`src/rtl/pdm_pkg.sv`:
```
// Shared types and defaults for the PDM capture path.
package pdm_pkg;

    localparam int PCM_WIDTH = 16;

    typedef enum logic [2:0] {
        IDLE,
        WAKEUP,
        DISCARD,
        CAPTURE,
        DRAIN
    } pdm_ctrl_state_t;

endpackage

```
`src/rtl/pdm_capture_ctrl_fifo.sv`:
```
// Show-ahead sample FIFO: the head entry is visible on rdata whenever not empty.
module pdm_sample_fifo #(
    parameter int WIDTH = 17,
    parameter int DEPTH = 16
) (
    input  logic                       clk,
    input  logic                       rst_n,
    input  logic                       push,
    input  logic [WIDTH-1:0]           wdata,
    input  logic                       pop,
    output logic [WIDTH-1:0]           rdata,
    output logic                       full,
    output logic                       empty,
    output logic [$clog2(DEPTH):0]     count
);

    localparam int AW = $clog2(DEPTH);
    localparam int CW = AW + 1;

    logic [WIDTH-1:0] mem [DEPTH];
    logic [AW-1:0]    wr_ptr;
    logic [AW-1:0]    rd_ptr;
    logic             do_push;
    logic             do_pop;

    assign full    = (count == CW'(DEPTH));
    assign empty   = (count == '0);
    assign do_pop  = pop && !empty;
    // A full FIFO still takes a write when the head leaves on the same edge.
    assign do_push = push && (!full || do_pop);
    // Zero while empty so the stream data reads 0 out of reset.
    assign rdata   = empty ? '0 : mem[rd_ptr];

    always_ff @(posedge clk) begin
        if (do_push)
            mem[wr_ptr] <= wdata;
    end

    always_ff @(posedge clk or negedge rst_n) begin
        if (!rst_n) begin
            wr_ptr <= '0;
            rd_ptr <= '0;
            count  <= '0;
        end else begin
            if (do_push)
                wr_ptr <= wr_ptr + AW'(1);
            if (do_pop)
                rd_ptr <= rd_ptr + AW'(1);
            case ({do_push, do_pop})
                2'b10:   count <= count + CW'(1);
                2'b01:   count <= count - CW'(1);
                default: count <= count;
            endcase
        end
    end

endmodule

```
`src/rtl/pdm_capture_ctrl.sv`:
```
// Capture sequencer: wake the mic, drop settling samples, frame PCM into a FIFO stream.
module pdm_capture_ctrl
    import pdm_pkg::*;
#(
    parameter int DATA_WIDTH      = PCM_WIDTH,
    parameter int WAKEUP_CYCLES   = 1_000_000,
    parameter int DISCARD_SAMPLES = 64,
    parameter int FRAME_LEN       = 1024,
    parameter int FIFO_DEPTH      = 16
) (
    input  logic                  clk,
    input  logic                  rst_n,
    input  logic                  start,
    input  logic                  stop,
    input  logic                  continuous,
    output logic                  cap_en,
    input  logic [DATA_WIDTH-1:0] pcm_in,
    input  logic                  pcm_valid,
    output logic [DATA_WIDTH-1:0] m_data,
    output logic                  m_last,
    output logic                  m_valid,
    input  logic                  m_ready,
    output logic                  busy,
    output logic                  overflow
);

    localparam int WW = $clog2(WAKEUP_CYCLES + 1);
    localparam int DW = (DISCARD_SAMPLES > 0) ? $clog2(DISCARD_SAMPLES + 1) : 1;
    localparam int SW = $clog2(FRAME_LEN);
    localparam int CW = $clog2(FIFO_DEPTH) + 1;

    localparam logic [WW-1:0] WAKE_LAST = WW'(WAKEUP_CYCLES - 1);
    localparam logic [DW-1:0] DISC_LAST = DW'((DISCARD_SAMPLES > 0) ? DISCARD_SAMPLES - 1 : 0);
    localparam logic [SW-1:0] SMP_LAST  = SW'(FRAME_LEN - 1);

    pdm_ctrl_state_t state;
    logic [WW-1:0]   wake_cnt;
    logic [DW-1:0]   disc_cnt;
    logic [SW-1:0]   smp_cnt;
    logic            stop_pend;

    logic            f_push;
    logic            f_pop;
    logic            f_full;
    logic            f_empty;
    logic [CW-1:0]   f_count;
    logic            smp_in;
    logic            drop;
    logic            frame_end;
    logic            drain_done;
    logic            keep_going;

    assign m_valid    = !f_empty;
    assign f_pop      = m_valid && m_ready;
    assign smp_in     = (state == CAPTURE) && pcm_valid;
    assign f_push     = smp_in && (!f_full || f_pop);
    assign drop       = smp_in && !f_push;
    assign frame_end  = smp_in && (smp_cnt == SMP_LAST);
    // Leave DRAIN on the same edge that pops the last entry, so m_valid and busy fall together.
    assign drain_done = f_empty || ((f_count == CW'(1)) && f_pop);
    assign keep_going = continuous && !stop_pend && !stop;
    assign busy       = (state != IDLE);

    pdm_sample_fifo #(
        .WIDTH (DATA_WIDTH + 1),
        .DEPTH (FIFO_DEPTH)
    ) u_fifo (
        .clk   (clk),
        .rst_n (rst_n),
        .push  (f_push),
        .wdata ({frame_end, pcm_in}),
        .pop   (f_pop),
        .rdata ({m_last, m_data}),
        .full  (f_full),
        .empty (f_empty),
        .count (f_count)
    );

    always_ff @(posedge clk or negedge rst_n) begin
        if (!rst_n) begin
            state     <= IDLE;
            cap_en    <= 1'b0;
            wake_cnt  <= '0;
            disc_cnt  <= '0;
            smp_cnt   <= '0;
            stop_pend <= 1'b0;
            overflow  <= 1'b0;
        end else begin
            case (state)
                IDLE: begin
                    if (start) begin
                        state     <= WAKEUP;
                        cap_en    <= 1'b1;
                        wake_cnt  <= '0;
                        disc_cnt  <= '0;
                        smp_cnt   <= '0;
                        stop_pend <= 1'b0;
                        overflow  <= 1'b0;
                    end
                end
                WAKEUP: begin
                    if (stop) begin
                        state  <= IDLE;
                        cap_en <= 1'b0;
                    end else if (wake_cnt == WAKE_LAST) begin
                        state <= (DISCARD_SAMPLES == 0) ? CAPTURE : DISCARD;
                    end else begin
                        wake_cnt <= wake_cnt + WW'(1);
                    end
                end
                DISCARD: begin
                    if (stop) begin
                        state  <= IDLE;
                        cap_en <= 1'b0;
                    end else if (pcm_valid) begin
                        if (disc_cnt == DISC_LAST)
                            state <= CAPTURE;
                        else
                            disc_cnt <= disc_cnt + DW'(1);
                    end
                end
                CAPTURE: begin
                    if (stop)
                        stop_pend <= 1'b1;
                    if (drop)
                        overflow <= 1'b1;
                    // Counter advances on dropped samples too, keeping frames aligned to time.
                    if (smp_in) begin
                        smp_cnt <= frame_end ? '0 : smp_cnt + SW'(1);
                        if (frame_end && !keep_going) begin
                            state  <= DRAIN;
                            cap_en <= 1'b0;
                        end
                    end
                end
                DRAIN: begin
                    if (drain_done)
                        state <= IDLE;
                end
                default: begin
                    state  <= IDLE;
                    cap_en <= 1'b0;
                end
            endcase
        end
    end

endmodule

```
`config.mk`:
```
export PLATFORM = sky130hd
export DESIGN_NAME = pdm_capture_ctrl
export DESIGN_NICKNAME = d
export VERILOG_FILES = /design/src/rtl/pdm_pkg.sv /design/src/rtl/pdm_capture_ctrl_fifo.sv /design/src/rtl/pdm_capture_ctrl.sv
export SDC_FILE = /design/constraint.sdc
export NUM_CORES = 1
export LEC_CHECK = 0
export BUFFER_PORTS_ARGS = -buffer_cell sky130_fd_sc_hd__buf_2
export CORE_UTILIZATION = 50
export CTS_CLUSTER_DIAMETER = 60
export DETAILED_ROUTE_END_ITERATION = 8
export GPL_TIMING_DRIVEN = 0
export PLACE_DENSITY = 0.66
export SLEW_MARGIN = 25
export SYNTH_ARGS = -nofsm -noshare
export SYNTH_HDL_FRONTEND = slang
export SYNTH_SLANG_ARGS = --single-unit
```
`constraint.sdc`:
```
create_clock -name clk -period 4.7 [get_ports clk]
set_input_delay 0.235 -clock clk [delete_from_list [all_inputs] [get_ports clk]]
set_output_delay 0.235 -clock clk [all_outputs]
set_load 0.05 [all_outputs]
```
==> results.py, run 1 <==
metrics = {
    "critical_path": {
        "crit_start": "u_fifo.rd_ptr[1]$_DFFE_PN0P_",
        "start_kind": "register",
        "crit_arrival_ns": 3.15,
        "r2r_end": "u_fifo.mem[9][14]$_DFFE_PP_",
        "critical_path_class": "register to output port",
        "r2r-start": "state[0]$_DFFE_PN0P_",
        "worstPathRequired_ns": 4.47,
        "ff2ff_path_depth": 7,
        "r2r_slack_ns": 1.61,
        "cp_max_fo": 10,
        "end_kind": "output port",
    },
    "routing": {
        "wire_per_inst_um": 23.9,
        "totalWireLength_um": 28900,
        "drt_pre_antenna_iters": 7,
        "drtAntennaViolNets": 0,
        "via_count": 7316,
        "drt_iter0_drc": 740,
        "drc": 12,
        "vias_per_cell": 6.04,
    },
    "logic_synthesis": {
        "synth_fp_nets": 785,
        "yosysUniqueCellTypes": 51,
        "synthArstFlopShare": 0.171,
        "ys_seq_elements": 328,
        "synth_top_cell_by_area": "edfxtp_1",
        "synth_top_cells_by_area": "edfxtp_1 61%, mux4_2 14%, dfrtp_1 10%",
        "netlist_area_um2": 13500,
        "synthCells": 749,
        "yosysSeqAreaShare": 0.711,
        "yosysWarnings": 0,
        "synth-edff-count": 272,
        "syn_avg_cell_area_um2": 18.0,
        "synth_top_area_frac": 0.607,
        "ys.flop_type": "edfxtp_1",
    },
    "power_and_ir_drop": {
        "cellPowerDensity_nw_per_um2": 540,
        "leakage_nw": 5.22,
        "peakVddDrop_v": 0.000302,
        "power_mw": 8.41,
    },
    "cells_and_area": {
        "final_area_um2": 15600,
        "area_growth_pct": 15.6,
        "drive_gt1_frac": 0.260,
        "final_util": 0.594,
        "nets": 885,
    },
    "worst_hold_path": {
        "min_from": "pcm_in[10]",
        "whs_path_depth": 1,
        "hold_class": "input port to register",
        "holdPathEnd": "u_fifo.mem[10][10]$_DFFE_PP_",
    },
    "global_routing": {
        "grt_overflow": 0,
        "antenna_found_initial": 0,
        "grt_pass1_vias": 7686,
        "grt_usage": 0.218,
        "grt_pass1_wl_um": 44800,
        "grt_max_degree": 57,
    },
    "floorplan": {
        "die_y_um": 166,
        "pin_count": 44,
        "initial_core_util": 0.514,
        "die_area_um2": 27600,
        "core_um2": 26200,
        "die_x_um": 166,
        "rows": 59,
    },
    "clock_tree": {
        "cts_made_buffers": 36,
        "cts_tree": "yes",
        "clkSlewWorstSetupHoldPaths_ns": 0.06,
        "clock_sinks": 328,
        "worstSkewPairLatency_ns": 0.52,
        "htreeDepth": 2,
        "cts_max_path_buffers": 3,
        "cts_root_buf": "clkbuf_16",
    },
    "placement": {
        "place.gp.congestion": 0.878,
        "dpl_worst_slack_ns": 1.63,
        "place_hpwl_um": 18500,
        "place_area_um2": 14400,
        "port-buffer-count": 42,
    },
    "status": {
        "outcome": "finished with violations",
        "violations": "DRC",
    },
    "sta": {
        "hold_viol_final": 0,
        "drv_slew": 0,
        "finClkSkew_ns": 0.0280,
        "fmax_ghz": 0.296,
        "fin_ws_ns": 1.32,
        "worst_pin_slew_ns": 0.962,
        "finalSetupViolCount": 0,
        "rsz0062_at_grt": "false",
        "max_slew_margin": 0.359,
        "fin_crit_ns": 3.38,
        "finalCritPeriodShare": 0.720,
        "tns_ns": 0,
    },
    "run": {
        "maxCapViolCount": 0,
    },
}
## cell type report
type	count	area, µm²
plain buffers	34	145
fillers	1864	10600
diodes	1	2.50
repair buffers	62	454
flip-flops and latches	328	9570
well taps	335	419
clock buffers	44	952
clock inverters	21	168
inverters	13	48.8
multi-input cells	374	3810
## per-layer routing
metal	GRT usage	part of all wire	vias up
li1	-	-	3224
met1	0.293	0.42	3793
met2	0.361	0.49	232
met3	0.0412	0.059	67
met4	0.0740	0.030	0
met5	0	0	-
## cells in the final DEF, fill, tap and decap left out, drive strengths merged, types with 7 or more instances in the layout
cell      n
edfxtp  272
mux4     85
buf      75
clkbuf   64
dfrtp    56
nor2     35
nand2    34
a21oi    21
o21ai    21
nand3    19
or3      19
and2     19
inv      16
clkinv   15
ha       13
nand4    12
xnor2    11
xor2     10
or4       8
o211ai    8
nor3      8
nand2b    7
## timing repair
action                                 in CTS  in global routing
endpoints found under the hold margin      56                  0
hold buffers                                1                  0
resized for setup                           0                  0
setup endpoints to repair                   0                  0
setup buffers                               0                  0
## critical path, stage by stage, from the launching register on
cell and delay, ns:
dfrtp_1 0.35, clkbuf_1 0.22, clkbuf_1 0.75, mux4_2 0.42
mux4_2 0.50, and2_1 0.18, buf_2 0.21
## cells in the mapped netlist (3+ instances only)
cell and n:
edfxtp_1 272, mux4_2 85, dfrtp_1 56, nor2_1 35, nand2_1 34, a21oi_1 21, clkbuf_1 20, nand3_1 19
o21ai_0 19, and2_1 18, or3_1 18, ha_1 13, inv_1 13, nand4_1 12, buf_2 11, xnor2_1 11
xor2_1 10, nor3_1 8, o211ai_1 8, or4_1 8, nand2b_1 7, nor4_1 6, o22ai_1 4, a211oi_1 3
nand4b_1 3, nor4b_1 3
## worst max-delay path by stage
stage                                        endpoint  slack, ns  depth (start not counted)
after floorplan            u_fifo.mem[3][0]$_DFFE_PP_       1.64                          6
after global placement     u_fifo.mem[3][6]$_DFFE_PP_      0.006                          6
after CTS                                      m_last       1.32                          6
after detailed placement  u_fifo.mem[9][14]$_DFFE_PP_       1.63                          7
after global routing                        m_data[9]       1.21                          6
final                                       m_data[9]       1.32                          6
## sequential cells by signal, indices dropped and copies added, names as in the netlist
register and count:
cap_en 1, disc_cnt 7, overflow 1, smp_cnt 10, state 3, stop_pend 1
u_fifo.count 5, u_fifo.mem 272, u_fifo.rd_ptr 4, u_fifo.wr_ptr 4, wake_cnt 20
## per-stage QoR
| step | hold slack (ns) | cells |
|---|---|---|
| final | 0.0871 | 1212 |
| after detailed placement | 0.334 | 1145 |
| after global routing | 0.0785 | 1211 |
| after floorplan | -0.0606 | 749 |
| after global placement | 0.482 | 1126 |
| after CTS | 0.0740 | 1211 |
## where the power goes
part	switching, mW	internal [mW]	leakage (nW)	total, mW
Combinational	1.49	1.01	1.52	2.50
Clock	1.10	1.56	0.546	2.66
Sequential	0.0479	3.20	3.16	3.25
Total	2.64	5.78	5.22	8.41
## cells by family (layout without fill, tap and decap cells)
logic type / Yosys count / after routing / share of synthesized area
AOI/OAI and AO/OA: 66 / 66 / 0.0295
and+or+nand+nor: 186 / 186 / 0.0753
other: 0 / 1 / 0
buffers and inverters: 47 / 174 / 0.0144
muxes: 88 / 88 / 0.144
DFF: 328 / 328 / 0.711
adders and majority gates: 13 / 13 / 0.0121
xor gates and xnor gates: 21 / 21 / 0.0137
Power figures use the tool's default switching activity.
==> inputs of run 2 (changes only) <==
--- a/config.mk
+++ b/config.mk
@@ -5,6 +5,7 @@
 export SDC_FILE = /design/constraint.sdc
 export NUM_CORES = 1
 export LEC_CHECK = 0
+export ABC_AREA = 1
 export BUFFER_PORTS_ARGS = -buffer_cell sky130_fd_sc_hd__buf_2
 export CORE_UTILIZATION = 50
 export CTS_CLUSTER_DIAMETER = 60
==> constraint.sdc (replaced) <==
create_clock -name clk -period 3.15 [get_ports clk]
set_input_delay 0.1575 -clock clk [delete_from_list [all_inputs] [get_ports clk]]
set_output_delay 0.1575 -clock clk [all_outputs]
set_load 0.05 [all_outputs]
==> results.py, run 2 <==
metrics = {
    "global_routing": {
        "grt_pass1_wl_um": 54300,
        "grt_max_degree": 57,
        "antenna_found_initial": 0,
        "grt_pass1_vias": 9643,
        "grt_overflow": 0,
        "grt_usage": 0.252,
    },
    "critical_path": {
        "max_stage_delay_ns": 0.47,
        "path_depth": 9,
        "worstPathRequired_ns": 2.99,
        "critical_path_class": "register to output port",
        "end_kind": "output port",
        "cp_slowest_cell": "buf_2",
        "cp-endpoint": "m_data[15]",
        "cpLargestDelayFamily": "buffers and inverters",
        "cp_max_fo": 19,
        "start_kind": "register",
        "ff2ff_path_depth": 7,
        "r2r_end": "u_fifo.mem[1][1]$_DFFE_PP_",
        "r2r-start": "state[1]$_DFFE_PN0P_",
        "cpMostUsedCell": "buf_2",
        "crit_arrival_ns": 2.91,
        "crit_start": "u_fifo.rd_ptr[0]$_DFFE_PN0P_",
        "crit_buf_inv": 4,
        "r2r_slack_ns": 0.61,
        "worstPathCellList": "inv_1 -> buf_2 -> buf_2 -> nand2_1 -> nand3_1 -> nand3_1 -> a21oi_1 -> o21a_1 -> buf_2",
    },
    "sta": {
        "hold_viol_final": 0,
        "fin_crit_ns": 3.07,
        "fmax_ghz": 0.326,
        "finalCritPeriodShare": 0.975,
        "worst_pin_slew_ns": 0.745,
        "rsz0062_at_grt": "false",
        "whs_ns": 0.00951,
        "finClkSkew_ns": 0.0265,
        "tns_ns": 0,
        "finalSetupViolCount": 0,
        "drv_slew": 0,
        "fin_ws_ns": 0.0796,
        "max_slew_margin": 0.504,
    },
    "power_and_ir_drop": {
        "cellPowerDensity_nw_per_um2": 926,
        "leakage_nw": 6.24,
        "power_mw": 15.1,
        "peakVddDrop_v": 0.000593,
    },
    "logic_synthesis": {
        "ys.flop_type": "edfxtp_1",
        "syn_avg_cell_area_um2": 10.7,
        "synth_fp_nets": 1373,
        "synth-edff-count": 272,
        "ys_seq_elements": 328,
        "yosysMostFrequentCell": "nand2_1",
        "synth_top_cells_by_count": "402 x nand2_1, 272 x edfxtp_1, 238 x nand3_1",
        "synth_top_cells_by_area": "edfxtp_1 57%, nand2_1 11%, dfrtp_1 9.8%",
        "synthArstFlopShare": 0.171,
        "netlist_area_um2": 14200,
        "yosysUniqueCellTypes": 34,
        "yosysWarnings": 0,
        "synth_top_cell_by_area": "edfxtp_1",
        "synthCells": 1337,
        "yosysSeqAreaShare": 0.672,
        "synth_top_area_frac": 0.573,
    },
    "placement": {
        "dpl_worst_slack_ns": 0.554,
        "place.gp.congestion": 0.872,
        "port-buffer-count": 43,
        "place_area_um2": 15100,
        "place_hpwl_um": 23800,
        "place_inst": 1766,
    },
    "cells_and_area": {
        "final_area_um2": 16300,
        "layoutNonFillerInstCount": 1832,
        "final_cell_mix": "402 x nand2_1, 272 x edfxtp_1, 238 x nand3_1",
        "fillers": 2355,
        "drive_gt1_frac": 0.125,
        "diodes": 0,
        "reg_top3": "u_fifo.mem (272), wake_cnt (20), smp_cnt (10)",
        "regMostFlops": "u_fifo.mem",
        "final_util": 0.584,
        "nets": 1464,
        "final_common_cell": "nand2_1",
        "largest_register_ffs": 272,
        "area_growth_pct": 14.5,
    },
    "routing": {
        "totalWireLength_um": 35800,
        "wire_per_inst_um": 19.6,
        "drtAntennaViolNets": 0,
        "via_count": 10100,
        "drt_iter0_drc": 1053,
        "drt_pre_antenna_iters": 5,
        "vias_per_cell": 5.50,
        "drc": 0,
    },
    "floorplan": {
        "die_y_um": 171,
        "core_um2": 27900,
        "initial_core_util": 0.510,
        "pin_count": 44,
        "rows": 61,
        "die_area_um2": 29200,
        "die_x_um": 171,
    },
    "clock_tree": {
        "cts_max_path_buffers": 3,
        "worstSkewPairLatency_ns": 0.53,
        "clock_sinks": 328,
        "cts_tree": "yes",
        "cts_root_buf": "clkbuf_16",
        "clkSlewWorstSetupHoldPaths_ns": 0.06,
        "cts_made_buffers": 36,
        "cts_resized": 0,
        "htreeDepth": 2,
    },
    "run": {
        "maxCapViolCount": 0,
    },
    "worst_hold_path": {
        "min_from": "stop",
        "hold_class": "input port to register",
    },
    "status": {
        "outcome": "complete, no violations",
    },
}
-- run 2: worst min path at each step --
stage / endpoint / depth (start not counted)
2_1_floorplan: cap_en$_DFFE_PN0P_ / 0
3_3_place_gp: cap_en$_DFFE_PN0P_ / 2
3_5_place_dp: wake_cnt[15]$_DFFE_PN0P_ / 1
4_1_cts: wake_cnt[1]$_DFFE_PN0P_ / 4
5_1_grt: wake_cnt[1]$_DFFE_PN0P_ / 4
6_report: wake_cnt[1]$_DFFE_PN0P_ / 4
-- run 2: cell type report --
| cell class | instances | area (µm²) | area share |
|---|---|---|---|
| plain buffers | 62 | 300 | 0.0184 |
| inverters | 56 | 210 | 0.0129 |
| repair buffers | 54 | 342 | 0.0209 |
| multi-input cells | 890 | 4240 | 0.260 |
| clock inverters | 16 | 170 | 0.0104 |
| flip-flops and latches | 328 | 9570 | 0.587 |
| clock buffers | 48 | 998 | 0.0612 |
| well taps | 378 | 473 | 0.0290 |
-- run 2: worst reg2reg max path, cell delays in order (launching register included) --
cell	delay, ns
dfrtp_1	0.45
nand2_2	0.11
nor3_1	0.28
nand2_1	0.21
inv_1	0.19
nand2_1	0.25
nor2_2	0.51
buf_6	0.24
-- run 2: logic make-up (layout without fill, tap and decap cells) --
logic type                 count (synthesis)  in the layout  share of synthesized area
AOI/OAI and AO/OA                         91             91                     0.0364
xor gates and xnor gates                  27             27                     0.0166
DFF                                      328            328                      0.672
adders and majority gates                 13             13                     0.0114
buffers and inverters                    119            236                     0.0361
and+or+nand+nor                          759            759                      0.228
-- run 2: report_power, final --
part	switching (mW)	total, mW	internal, mW
Clock	1.64	4.12	2.48
Combinational	4.35	5.90	1.55
Sequential	0.171	5.07	4.90
-- run 2: what timing repair did --
item,CTS,global route
setup buffers,0,0
setup endpoints to repair,0,3
hold endpoints to repair,58,0
hold buffers,3,0
-- run 2: routing by layer --
metal	share of wire	up-vias	track usage	routed length, µm
met5	0	-	0	0
met4	0.023	0	0.0838	840
met3	0.084	67	0.0361	3010
met2	0.47	442	0.414	16900
met1	0.42	4790	0.346	15100
li1	-	4777	-	-
